==> config.mk <==
export PLATFORM = sky130hd
export DESIGN_NAME = mapped_core_scheduler
export DESIGN_NICKNAME = d
export VERILOG_FILES = /design/src/rtl/mapped_core_pkg.sv /design/src/rtl/rr_arbiter.sv /design/src/rtl/mapped_core_scheduler.sv
export SDC_FILE = /design/constraint.sdc
export NUM_CORES = 1
export LEC_CHECK = 0
export BUFFER_PORTS_ARGS = -buffer_cell sky130_fd_sc_hd__buf_2
export CAP_MARGIN = 20
export CORE_MARGIN = 5
export CORE_UTILIZATION = 52
export CTS_BUF_LIST = sky130_fd_sc_hd__clkbuf_4 sky130_fd_sc_hd__clkbuf_8
export DETAILED_ROUTE_END_ITERATION = 6
export HOLD_SLACK_MARGIN = 0.03
export PLACE_DENSITY = 0.88
export SLEW_MARGIN = 20
export SYNTH_ARGS = -nofsm -noshare
export SYNTH_HDL_FRONTEND = slang
export SYNTH_HIERARCHICAL = 1
export SYNTH_SLANG_ARGS = --single-unit
export TNS_END_PERCENT = 50
==> constraint.sdc <==
create_clock -name clk -period 9.6 [get_ports clk]
set_input_delay 2.88 -clock clk [delete_from_list [all_inputs] [get_ports clk]]
set_output_delay 2.88 -clock clk [all_outputs]
set_load 0.02 [all_outputs]
==> src/rtl/mapped_core_pkg.sv <==
// rtl/mapped_core_pkg.sv - shared types, default widths and helpers for mapped_core_scheduler
package mapped_core_pkg;

    typedef enum logic [1:0] {
        IDLE,
        SETTLE,
        RESP
    } state_t;

    localparam int DEF_N_REQ         = 4;
    localparam int DEF_IN_W          = 14;
    localparam int DEF_OUT_W         = 8;
    localparam int DEF_SETTLE_CYCLES = 2;
    localparam logic [7:0] DEF_MISR_POLY = 8'hB8;

    function automatic int id_w(input int n);
        return (n > 1) ? $clog2(n) : 1;
    endfunction

endpackage

==> src/rtl/rr_arbiter.sv <==
// rtl/rr_arbiter.sv - combinational round-robin pick, searching upward from ptr with explicit wrap
module rr_arbiter #(
    parameter int N   = 4,
    parameter int IDW = 2
) (
    input  logic [N-1:0]   req,
    input  logic [IDW-1:0] ptr,
    output logic [N-1:0]   gnt,
    output logic [IDW-1:0] gnt_idx
);

    int             idx;
    logic [IDW-1:0] sel;
    logic           found;

    always_comb begin
        gnt     = '0;
        gnt_idx = '0;
        found   = 1'b0;
        idx     = 0;
        sel     = '0;
        for (int i = 0; i < N; i++) begin
            // compare-and-subtract keeps non-power-of-2 N from aliasing
            idx = int'(ptr) + i;
            if (idx >= N) begin
                idx = idx - N;
            end
            sel = IDW'(idx);
            if (!found && req[sel]) begin
                found    = 1'b1;
                gnt[sel] = 1'b1;
                gnt_idx  = sel;
            end
        end
    end

endmodule

==> src/rtl/mapped_core_scheduler.sv <==
// rtl/mapped_core_scheduler.sv - time-shares one mapped combinational core among requesters; CORE_MISR_EN adds misr_sig
module mapped_core_scheduler
    import mapped_core_pkg::*;
#(
    parameter int N_REQ         = DEF_N_REQ,
    parameter int IN_W          = DEF_IN_W,
    parameter int OUT_W         = DEF_OUT_W,
    parameter int SETTLE_CYCLES = DEF_SETTLE_CYCLES,
`ifdef CORE_MISR_EN
    parameter logic [OUT_W-1:0] MISR_POLY = DEF_MISR_POLY,
`endif
    localparam int IDW = id_w(N_REQ)
) (
    input  logic                  clk,
    input  logic                  rst_n,
    input  logic [N_REQ-1:0]      req_valid,
    output logic [N_REQ-1:0]      req_ready,
    input  logic [N_REQ*IN_W-1:0] req_data,
    output logic [IN_W-1:0]       core_in,
    input  logic [OUT_W-1:0]      core_out,
    output logic                  rsp_valid,
    input  logic                  rsp_ready,
    output logic [OUT_W-1:0]      rsp_data,
    output logic [IDW-1:0]        rsp_id,
    output logic                  busy
`ifdef CORE_MISR_EN
    ,
    output logic [OUT_W-1:0]      misr_sig
`endif
);

    localparam int CW = $clog2(SETTLE_CYCLES + 1);

    state_t           state;
    state_t           state_d;
    logic [IDW-1:0]   ptr;
    logic [CW-1:0]    cnt;
    logic [N_REQ-1:0] gnt;
    logic [IDW-1:0]   gnt_idx;
    logic             grant_fire;
    logic             capture;
    logic             release_fire;

    rr_arbiter #(
        .N   (N_REQ),
        .IDW (IDW)
    ) u_arb (
        .req     (req_valid),
        .ptr     (ptr),
        .gnt     (gnt),
        .gnt_idx (gnt_idx)
    );

    always_comb begin
        state_d      = state;
        req_ready    = '0;
        grant_fire   = 1'b0;
        capture      = 1'b0;
        release_fire = 1'b0;
        case (state)
            IDLE: begin
                if (rst_n && (|gnt)) begin
                    req_ready  = gnt;
                    grant_fire = 1'b1;
                    state_d    = SETTLE;
                end
            end
            SETTLE: begin
                if (cnt == '0) begin
                    capture = 1'b1;
                    state_d = RESP;
                end
            end
            RESP: begin
                // rsp_valid is always high in RESP, so rsp_ready alone completes the handshake
                if (rsp_ready) begin
                    release_fire = 1'b1;
                    state_d      = IDLE;
                end
            end
            default: state_d = IDLE;
        endcase
    end

    always_ff @(posedge clk or negedge rst_n) begin
        if (!rst_n) begin
            state <= IDLE;
        end else begin
            state <= state_d;
        end
    end

    always_ff @(posedge clk or negedge rst_n) begin
        if (!rst_n) begin
            ptr       <= '0;
            core_in   <= '0;
            rsp_valid <= 1'b0;
            rsp_data  <= '0;
            rsp_id    <= '0;
            cnt       <= '0;
        end else begin
            if (grant_fire) begin
                core_in <= req_data[gnt_idx*IN_W +: IN_W];
                rsp_id  <= gnt_idx;
                cnt     <= CW'(SETTLE_CYCLES - 1);
            end else if ((state == SETTLE) && (cnt != '0)) begin
                cnt <= cnt - 1'b1;
            end
            if (capture) begin
                rsp_data  <= core_out;
                rsp_valid <= 1'b1;
            end
            if (release_fire) begin
                rsp_valid <= 1'b0;
                ptr       <= (rsp_id == IDW'(N_REQ - 1)) ? '0 : rsp_id + 1'b1;
            end
        end
    end

`ifdef CORE_MISR_EN
    always_ff @(posedge clk or negedge rst_n) begin
        if (!rst_n) begin
            misr_sig <= '0;
        end else if (capture) begin
            misr_sig <= {misr_sig[OUT_W-2:0], ^(misr_sig & MISR_POLY)} ^ core_out;
        end
    end
`endif

    assign busy = (state != IDLE);

endmodule

==> After elaboration in Yosys (flattened, before gate mapping) <==
Cells that the tools add are included.
{ "classes": {"n_bitwise": 3, "shifts": 1, "mux": 48, "n_lt_le_gt_ge": 12, "n_eq_ne": 6, "n_reduce_logical": 20, "n_addsub": 9, "n_div": 0, "mul": 1} }
{ "op_table": {"columns": ["cell", "n"], "rows": [
  ["56-bit by 7-bit variable part select with 14-bit output", 1],
  ["2-bit 2-to-1 mux", 14],
  ["4-bit 2-to-1 mux", 6],
  ["1-bit 2-to-1 mux", 19],
  ["2-bit by 3-bit less-than comparator with 1-bit output, second input constant", 4],
  ["4-bit bitwise OR", 3],
  ["2-bit by 1-bit subtractor with 2-bit output, second input constant", 5],
  ["3-bit greater-or-equal comparator, second input constant", 3],
  ["1-bit logical AND", 9],
  ["1-bit binary-select mux with 2-bit select", 4],
  ["1-bit demux with 2-bit select", 4],
  ["2-bit by 1-bit greater-or-equal comparator with 1-bit output, second input constant", 4],
  ["2-bit nonzero test", 4],
  ["2-bit by 2-bit adder with 3-bit output, second input constant", 2],
  ["2-bit inequality test, second input constant", 3],
  ["2-bit one-hot mux with 3 select lines", 1],
  ["2-bit by 3-bit multiplier with 5-bit output, second input constant", 1],
  ["2-bit equality test, second input constant", 2],
  ["2-bit zero test", 2],
  ["4-bit OR reduction", 1],
  ["2-bit by 1-bit adder with 3-bit output, second input constant", 1],
  ["2-bit by 3-bit greater-or-equal comparator with 1-bit output, second input constant", 1],
  ["1-bit zero test", 3],
  ["3-bit AND reduction", 1],
  ["2 further kinds", 2]
]} }
{ "totals": {"input_bits": 71, "latchBits": 0, "mem_bits_rw": 0, "memories": 0, "rom_bits": 0, "regBits": 31, "word_cells": 107} }

==> Longest topological paths before layout <==
{ "logic_depth": {"word_depth": 19, "ltp_mapped": 12, "depth_no_buf": 8} }

==> Cells and area by module <==
The synthesis kept the hierarchy.
{ "modules_own_cells": {"columns": ["module", "cells_each", "area_per_inst_um2", "seq_area_each_um2", "instances"], "rows": [
  ["mapped_core_scheduler", 104, 1679.1, 775.7, 1],
  ["rr_arbiter", 65, 489.2, 0.0, 1]
]} }

==> Least setup slack after synthesis <==
Ideal clock, no wire load.
{ "synth_timing": {"kind": "input to output", "startpoint": "input port req_valid[0]", "endpoint": "output port req_ready[2]", "stages": 6, "setup_slack_ns": 2.398, "t_arrival_ns": 4.322, "n_path_buf": 1, "required_ns": 6.720, "path_cell_list": "clkbuf_2 > mux4_2 > or2_4 > nor2b_4 > a221o_2 > and2_1"} }
{ "synth_via": {"elab_chain_cells": 16, "elab_cells_between_ends": 28, "cone_classes": "17 x mux; 3 x bitwise; 8 x reduce/logical"} }
{ "synth_rtl": {"columns": ["element", "line_no", "source"], "rows": [
  ["start: declaration", "mapped_core_scheduler.sv:16", "input logic [N_REQ-1:0] req_valid,"],
  ["1-bit binary-select mux with 2-bit select", "rr_arbiter.sv:29", "if (!found && req[sel]) begin"],
  ["1-bit 2-to-1 mux (implied by the code)", "rr_arbiter.sv:29", null],
  ["1-bit 2-to-1 mux", "rr_arbiter.sv:29", null],
  ["1-bit zero test", "rr_arbiter.sv:29", null],
  ["1-bit logical AND", "rr_arbiter.sv:29", null],
  ["1-bit 2-to-1 mux", "rr_arbiter.sv:29", null],
  ["1-bit zero test", "rr_arbiter.sv:29", null],
  ["1-bit logical AND", "rr_arbiter.sv:29", null],
  ["1-bit 2-to-1 mux", "rr_arbiter.sv:29", null],
  ["1-bit zero test", "rr_arbiter.sv:29", null],
  ["1-bit logical AND", "rr_arbiter.sv:29", null],
  ["4-bit 2-to-1 mux (*)", "rr_arbiter.sv:29", null],
  ["via gnt[2]", "mapped_core_scheduler.sv:38", "logic [N_REQ-1:0] gnt;"],
  ["4-bit OR reduction", "mapped_core_scheduler.sv:62", "if (rst_n && (|gnt)) begin"],
  ["1-bit logical AND", "mapped_core_scheduler.sv:62", null],
  ["4-bit 2-to-1 mux (*)", "mapped_core_scheduler.sv:62", null],
  ["4-bit 2-to-1 mux (*)", "mapped_core_scheduler.sv:60", "case (state)"],
  ["end: declaration", "mapped_core_scheduler.sv:17", "output logic [N_REQ-1:0] req_ready,"]
]} }
Mark *: on every way through the listed nets, which the timed path passes. The rest lies on a longest branch. The select of a mux whose other input is x is not followed.

==> Worst setup path in the final report <==
{ "layout_timing": {"startpoint": "input port req_valid[3]", "endpoint": "output port req_ready[2]"} }
Same word-level chain as after synthesis.

==> results.cfg <==
[yosys]
netlist_instances = 169
synth-edff-count = 0
ys_warn_count = 6
async_reset_ff_share_pct = 100
netlist_area_sq_um = 2170
ys_seq_area_share_pct = 35.8
synth_cell_types = 39
ys_seq_elements = 31
synth_area_per_cell_sq_um = 12.8
synth.net_count = 247
synthFlopType = dfrtp_1

[power]
power.density_nw_per_um2 = 373
internal-power_w = 0.000606
swShare_pct = 40.8
pwr-share-comb_pct = 61.2
vdd_drop_max_uv = 177
p_leak_nw = 1.33
p_switching_w = 0.000418
p_clk_share_pct = 13.0
pwr-share-seq_pct = 25.7
p_total_w = 0.00102

[grt]
grt_pass1_wl_um = 8260
grt_max_degree = 33
gr-total-overflow = 0
grt_pass1_vias = 1762
antenna_found_initial = 0
track_usage_pct = 19.8

[timing]
max_freq_mhz = 136
tightest_slew_ns = 1.03
fin_skew_ns = 0.00140
fin_crit_ns = 7.34
setup-tns-final_ns = 0
drv_slew = 0
finalSetupViolCount = 0
fin_crit_sh_pct = 76.5
holdWs_ns = 0.501
hold_viol_final = 0
rsz0062_at_grt = false
relSlewSlack_pct = 31.6

[cts]
cts_tree = built
post_cts_resized = 0
clk_pin_slew_ns = 0.07
cts-root-buf = clkbuf_8
ctsHoldBuffers = 0
cts_made_buffers = 5
clkSinkCount = 31
htreeDepth = 2
postCtsSetupRepairBufs = 0
clk_path_buf_depth = 2
clk_latency_ns = 0.28

[job]
drv_cap = 0

[route]
postRouteAntennaNets = 0
vias = 1760
drt_iter0_markers = 153
firstDrtPassIters = 4
wl_per_cell_um = 16.5
vias_per_cell = 5.61
drc_errors = 0
drt_wl_total_um = 5170

[status]
status = finished clean

[die]
die_area_sq_um = 5560
fp.dieW_um = 74.6
coreArea_sq_um = 4030
num_rows = 23
dieHeight_um = 74.6
start_util_pct = 53.8
io_pins = 101

[worst_setup_path]
crit_path_end_kind = output pin
worstPathRequired_ns = 6.72
cp_max_fo = 11
start_kind = input pin
critPathArrivalTime_ns = 4.46
worstSetupPathType = in -> out

[placement]
place.gp.congestion = 0.749
hpwl_um = 3990
placed_area_sq_um = 2630
io_buffers = 100

[final_layout]
final_common_cell = buf_2
fin_area_sq_um = 2750
mostFrequentLayoutCells = 100 x buf_2, 31 x dfrtp_1, 17 x mux2_2, 12 x mux4_2, 12 x nand2_1
synthToLayoutAreaGrowth_pct = 26.6
nets = 341
diodes = 0
drive_above_1_share_pct = 59.1

[worst_hold_path]
hp-class = reg -> reg
## power by group through the flow
| stage | registers [W] | clock network, W | logic [W] |
|---|---|---|---|
| 3_3_place_gp | 0.000257 | 0 | 0.000612 |
| 5_1_grt | 0.000276 | 0.000142 | 0.000684 |
| 6_report | 0.000264 | 0.000134 | 0.000627 |
| 3_5_place_dp | 0.000263 | 0 | 0.000633 |
| 4_1_cts | 0.000264 | 0.000136 | 0.000635 |
| 2_1_floorplan | 0.000305 | 0 | 0.000473 |
## worst max-delay path, stage by stage
cell and delay [ns]:
buf_2 0.15, mux4_2 0.58, or2_4 0.28, nor2b_4 0.14
a221o_2 0.16, and2_1 0.12, buf_2 0.15
## through the flow
stage / setup WS [ns] / instances / utilization, %
after floorplan: 2.40 / 169 / -
after global placement: 2.31 / 306 / 65.2
after detailed placement: 2.26 / 306 / 65.2
after CTS: 2.26 / 314 / 68.1
after global routing: 2.10 / 314 / 68.1
final: 2.26 / 314 / 68.1
## registers in the layout, indices dropped and copies added (netlist names)
register,flops
core_in,14
rsp_data,8
cnt,2
ptr,2
rsp_id,2
state,2
rsp_valid,1
## per-layer routing
metal	up-vias	GRT usage [%]	part of all wire [%]
met3	8	4.86	6.8
met2	76	34.0	54
met4	0	6.32	2.0
met1	848	24.5	37
li1	828	-	-
met5	-	0	0
## layout make-up
type	instances	area (sq um)
Clock buffer	6	82.6
Inverter	5	18.8
Fill cell	300	1280
Multi-Input combinational cell	120	1270
Timing Repair Buffer	100	500
Tap cell	50	62.6
Sequential cell	31	776
Clock inverter	2	35.0
## kinds of logic after synthesis
kind of cell	share of synthesized area (%)
multiplexers	33.8
AND/OR/NAND/NOR	11.0
flip-flops	35.8
buffers and inverters	5.94
adder cells (fa/ha/maj)	4.04
AO/OA/AOI/OAI	9.00
XOR/XNOR	0.404
## cells in the mapped netlist, drive strengths merged, types with 4 or more instances
library cell,instances,area share [%]
nand2b,4,1.2
a221o,4,2.1
nor2,7,1.2
or2,4,1.3
o21ai,10,2.3
ha,7,4.0
nor3b,4,1.9
clkbuf,4,0.87
dfrtp,31,36
and2,4,1.2
mux4,17,19
buf,9,4.2
nand2,12,2.1
mux2,25,14
inv,5,0.87
## worst paths after layout
kind | cells after the start | endpoint | slack, ns | startpoint
max | 7 | req_ready[2] | 2.26 | req_valid[3]
min | 1 | rsp_data[1] | 0.50 | rsp_data[1]
max reg2reg | 7 | core_in[4] | 5.71 | ptr[0]
min reg2reg | 1 | rsp_data[1] | 0.50 | rsp_data[1]
max in group asynchronous | 1 | core_in[9] | 6.52 | rst_n
min in group asynchronous | 1 | rsp_data[6] | 2.64 | rst_n
No activity file was read; power rests on OpenSTA's default activity.
